**src/rtl/fetch_unit_pkg.sv**
```systemverilog
// fetch_unit_pkg: shared encodings for the instruction fetch unit.
// Holds the FSM state encoding, the control-unit jump-kind encoding and the
// halt opcode used when the FETCH_HALT_EN build option is enabled.
package fetch_unit_pkg;

  // Fetch FSM states.
  typedef enum logic [1:0] {
    ST_FETCH = 2'b00,
    ST_ISSUE = 2'b01,
    ST_HALT  = 2'b10
  } fetch_state_e;

  // Encoding of the is_jump field driven by the control unit.
  typedef enum logic [1:0] {
    JMP_SEQ    = 2'b00,
    JMP_BRANCH = 2'b01,
    JMP_JUMP   = 2'b10,
    JMP_RSVD   = 2'b11
  } jump_kind_e;

  // Opcode that stops fetching when FETCH_HALT_EN is defined.
  localparam logic [3:0] OPC_HALT = 4'b1111;

  // Opcode field of an instruction word.
  function automatic logic [3:0] get_opcode(input logic [31:0] word);
    return word[31:28];
  endfunction

endpackage

```
**src/rtl/fetch_unit_next_pc_sel.sv**
```systemverilog
// next_pc_sel: combinational next-PC selection for the fetch unit.
// Jumps and taken branches redirect to jump_target; every other case,
// including the reserved encoding, advances to pc+1 modulo 2^ADDR_W.
module next_pc_sel
  import fetch_unit_pkg::*;
#(
  parameter int ADDR_W = 32
) (
  input  logic [ADDR_W-1:0] pc_i,
  input  logic [1:0]        is_jump_i,
  input  logic              branch_taken_i,
  input  logic [ADDR_W-1:0] jump_target_i,
  output logic [ADDR_W-1:0] next_pc_o
);

  logic [ADDR_W-1:0] seq_pc_s;

  assign seq_pc_s = pc_i + ADDR_W'(1);

  // Select between the sequential successor and the redirect target.
  always_comb begin
    next_pc_o = seq_pc_s;
    case (jump_kind_e'(is_jump_i))
      JMP_JUMP: begin
        next_pc_o = jump_target_i;
      end
      JMP_BRANCH: begin
        if (branch_taken_i) begin
          next_pc_o = jump_target_i;
        end else begin
          next_pc_o = seq_pc_s;
        end
      end
      JMP_SEQ: begin
        next_pc_o = seq_pc_s;
      end
      default: begin
        next_pc_o = seq_pc_s;
      end
    endcase
  end

endmodule

```
**src/rtl/fetch_unit.sv**
```systemverilog
// fetch_unit: single-outstanding instruction fetch with a hand-off to decode.
// FETCH requests the word at pc, ISSUE holds it until decode retires it, and
// the retiring edge selects the next pc. Build option FETCH_HALT_EN: when
// defined, retiring opcode 4'b1111 parks the unit in HALT until reset; when
// undefined that opcode retires as a plain sequential instruction.
module fetch_unit
  import fetch_unit_pkg::*;
#(
  parameter int                ADDR_W   = 32,
  parameter logic [ADDR_W-1:0] RESET_PC = {ADDR_W{1'b0}}
) (
  input  logic              clk,
  input  logic              rst_n,
  output logic              imem_req,
  output logic [ADDR_W-1:0] imem_addr,
  input  logic              imem_ack,
  input  logic [31:0]       imem_rdata,
  output logic [31:0]       inst,
  output logic [3:0]        opcode,
  output logic              inst_valid,
  input  logic              inst_ready,
  input  logic [1:0]        is_jump,
  input  logic              branch_taken,
  input  logic [ADDR_W-1:0] jump_target,
  output logic [ADDR_W-1:0] pc,
  output logic              halted
);

  fetch_state_e      state_q;
  logic [ADDR_W-1:0] pc_q;
  logic [ADDR_W-1:0] pc_d;
  logic [31:0]       inst_q;
  logic              inst_valid_q;
  logic              imem_req_q;
  logic              retire_halt_s;

  // Redirect inputs are only consumed on the retiring edge below.
  next_pc_sel #(
    .ADDR_W (ADDR_W)
  ) u_next_pc_sel (
    .pc_i           (pc_q),
    .is_jump_i      (is_jump),
    .branch_taken_i (branch_taken),
    .jump_target_i  (jump_target),
    .next_pc_o      (pc_d)
  );

`ifdef FETCH_HALT_EN
  logic halted_q;

  assign retire_halt_s = (get_opcode(inst_q) == OPC_HALT);
  assign halted        = halted_q;
`else
  assign retire_halt_s = 1'b0;
  assign halted        = 1'b0;
`endif

  assign imem_req   = imem_req_q;
  assign imem_addr  = pc_q;
  assign inst       = inst_q;
  assign opcode     = get_opcode(inst_q);
  assign inst_valid = inst_valid_q;
  assign pc         = pc_q;

  // Fetch FSM; the request is raised one edge after entering FETCH so an ack
  // that lands on the first edge after reset cannot be mistaken for data.
  always_ff @(posedge clk or negedge rst_n) begin
    if (!rst_n) begin
      state_q      <= ST_FETCH;
      pc_q         <= RESET_PC;
      inst_q       <= 32'h0000_0000;
      inst_valid_q <= 1'b0;
      imem_req_q   <= 1'b0;
`ifdef FETCH_HALT_EN
      halted_q     <= 1'b0;
`endif
    end else begin
      case (state_q)
        ST_FETCH: begin
          if (imem_req_q && imem_ack) begin
            inst_q       <= imem_rdata;
            inst_valid_q <= 1'b1;
            imem_req_q   <= 1'b0;
            state_q      <= ST_ISSUE;
          end else begin
            imem_req_q   <= 1'b1;
          end
        end
        ST_ISSUE: begin
          if (inst_ready) begin
            inst_valid_q <= 1'b0;
            if (retire_halt_s) begin
              imem_req_q <= 1'b0;
              state_q    <= ST_HALT;
`ifdef FETCH_HALT_EN
              halted_q   <= 1'b1;
`endif
            end else begin
              pc_q       <= pc_d;
              imem_req_q <= 1'b1;
              state_q    <= ST_FETCH;
            end
          end else begin
            inst_valid_q <= 1'b1;
          end
        end
        ST_HALT: begin
          imem_req_q   <= 1'b0;
          inst_valid_q <= 1'b0;
        end
        default: begin
          imem_req_q   <= 1'b0;
          inst_valid_q <= 1'b0;
          state_q      <= ST_FETCH;
        end
      endcase
    end
  end

endmodule

```
**config.mk**
```make
export PLATFORM = sky130hd
export DESIGN_NAME = fetch_unit
export DESIGN_NICKNAME = d
export VERILOG_FILES = /design/src/rtl/fetch_unit_pkg.sv /design/src/rtl/fetch_unit_next_pc_sel.sv /design/src/rtl/fetch_unit.sv
export SDC_FILE = /design/constraint.sdc
export NUM_CORES = 1
export LEC_CHECK = 0
export CAP_MARGIN = 20
export CORE_AREA = 2 2 97 99
export DETAILED_ROUTE_END_ITERATION = 16
export DIE_AREA = 0 0 99 101
export GPL_ROUTABILITY_DRIVEN = 1
export HOLD_SLACK_MARGIN = 0.1
export PLACE_DENSITY = 0.83
export SYNTH_ARGS = -nofsm -noshare
export SYNTH_HDL_FRONTEND = slang
export SYNTH_HIERARCHICAL = 1
export SYNTH_SLANG_ARGS = --single-unit
```
**constraint.sdc**
```tcl
create_clock -name clk -period 6.35 [get_ports clk]
set_clock_uncertainty 0.1 [all_clocks]
set_input_delay 1.27 -clock clk [delete_from_list [all_inputs] [get_ports clk]]
set_output_delay 1.27 -clock clk [all_outputs]
set_load 0.02 [all_outputs]
```
==> metrics.yaml <==
postCtsSetupRepairBufs: 0
ir_worst_vdd_v: 0.000295
ys_warn_count: 6
ys_seq_area_share_pct: 41.8
first_iter_violations: 176
vias: 3536
overflow: 0
clk_pin_slew_ns: 0.08
total_power_w: 0.00278
cts-root-buf: "clkbuf_8"
post-dp-hpwl_mm: 7.74
tightest_slew_ns: 0.997
drive_gt1_share_pct: 18.0
cp.required_ns: 6.49
grt_util_met2_pct: 35.3
met1_usage_pct: 27.6
fin_nets: 587
synth_nets: 456
cp-end-kind: "flop"
grt_max_degree: 68
syn_inst: 381
wl_mm: 11.0
grt_pass1_wl_mm: 17.6
clkLatencyLatePin_ns: 0.35
drc: 0
cts_hold_buffers: 0
core_um2: 8980
hold_viol_final: 0
crit_arrival_ns: 3.83
synth_common_cells: "67 x dfrtp_1, 62 x mux2_2, 40 x buf_4, 35 x nand2_1, 26 x nand3_1"
dieArea_um2: 10000
clockBufferDepth: 2
synth_edf_count: 0
busiest_layer: "met2"
synth_area_um2: 4010
num_rows: 35
startpoint_type: "input port"
syn2layout_area_growth_pct: 43.2
io_buffers: 172
final.min_clock_period_ns: 3.69
setup-violations-final: 0
finalCritPeriodShare_pct: 58.1
p_leak_nw: 2.26
rsz0062_at_grt: "no"
fmax_mhz: 271
nFillCells: 733
antenna_left: 0
cts-resized-gates: 0
fin_ws_ns: 2.66
tns_ns: 0
grt_usage_pct: 22.0
power_density_nw_per_um2: 483
multi_input_area_um2: 1930
final-max-slew-violation-count: 0
async_flop_share_pct: 100
synth_ff_type: "dfrtp_1"
clock_sinks: 67
yosysMostFrequentCell: "dfrtp_1"
yosysTopAreaCellShare_pct: 41.8
ctsHtreeMaxLevel: 3
routedWlPerCell_um: 17.5
die_w_um: 99
start_util_pct: 44.7
grt_use_met3_pct: 8.25
critical_path_class: "in2reg"
dpl_worst_slack_ns: 2.32
status: "completed"
regArea_um2: 1680
hold_class: "reg2reg"
gpl.final_weighted_congestion: 0.876
diodes: 0
drt_pass1_iterations: 7
grt_pass1_vias: 3427
synth_area_leaders: "dfrtp_1 42%, mux2_2 17%, buf_4 7.5%"
antenna_found_initial: 0
via_per_inst: 5.63
cts_tree: "done"
die_h_um: 101
max_slew_margin_pct: 33.4
max_cap_violations: 0
numCtsBuffers: 9
ys_seq_elements: 67
synth_top_cell_by_area: "dfrtp_1"
cp_max_fo: 32
syn_area_per_cell_um2: 10.5
synth_cell_types: 45
io_pins: 174
-- where the power goes --
| part | switching (W) | internal, W | leakage (nW) |
|---|---|---|---|
| clock | 0.000175 | 0.000263 | 0.121 |
| sequential | 0.000252 | 0.000624 | 0.817 |
| combinational | 0.000686 | 0.000779 | 1.32 |
-- cells in the final DEF (no fill, tap or decap), types with 7 or more instances in the layout --
cell type	n
nand2_1	35
nor2_1	8
a32oi_1	9
nor3_1	8
xor2_1	7
clkdlybuf4s50_1	171
o211ai_1	9
nand4_1	13
o21ai_0	13
dfrtp_1	67
clkbuf_8	9
mux2_2	62
nand3_1	26
-- worst paths after layout --
kind | start | to | slack, ns | cells past startpoint
worst max-delay path | is_jump[0] | imem_addr[27] | 2.66 | 8
worst min-delay path | inst[6] | inst[6] | 0.41 | 1
worst max register to register | imem_addr[2] | imem_addr[23] | 3.66 | 5
worst min register to register | inst[6] | inst[6] | 0.41 | 1
max in group asynchronous | rst_n | inst[8] | 4.58 | 2
min in group asynchronous | rst_n | imem_addr[29] | 1.01 | 2
-- area by class of cell --
cell class	instances	share of cell area, %
tap	111	2.42
inverter	5	0.327
multi-input combinational	254	33.7
clock buffer	10	2.22
sequential	67	29.2
timing repair buffer	175	30.3
clock inverter	6	1.96
-- metal layers --
layer  vias up  wire [um]
li1       1636          -
met1      1704       4350
met2       183       5240
met3        13       1260
met4         0        150
met5         -          0
-- critical path, stage by stage --
cell and delay, ns:
clkdlybuf4s50_1 0.49, inv_1 0.05, ha_1 0.31, inv_1 0.17, nand2_1 0.62, o311a_2 0.39, a221o_1 0.26, mux2_2 0.26
-- flip-flops by register name, indices dropped and copies added, names as in the netlist --
signal      cells
inst           32
imem_req        1
imem_addr      32
state_q         1
inst_valid      1
-- metrics by stage --
step                instance area, um2  hold WS, ns  cells  utilization, %
floorplan                         4010        0.385    381               -
global placement                  5510        0.376    612            61.4
detailed placement                5510        0.383    612            61.4
CTS                               5750        0.412    628            64.0
global route                      5750        0.434    628            64.0
finish                            5750        0.406    628            64.0
-- cells by family after synthesis --
| logic type | count (synthesis) | share of synthesized area, % |
|---|---|---|
| multiplexers | 64 | 18.0 |
| adder cells (fa/ha/maj) | 4 | 1.25 |
| other | 1 | 0.0934 |
| buffers and inverters | 60 | 10.1 |
| AO/OA/AOI/OAI | 55 | 10.3 |
| XOR/XNOR | 12 | 2.62 |
| flip-flops | 67 | 41.8 |
| AND/OR/NAND/NOR | 118 | 16.0 |
Power figures use the tool's default switching activity.
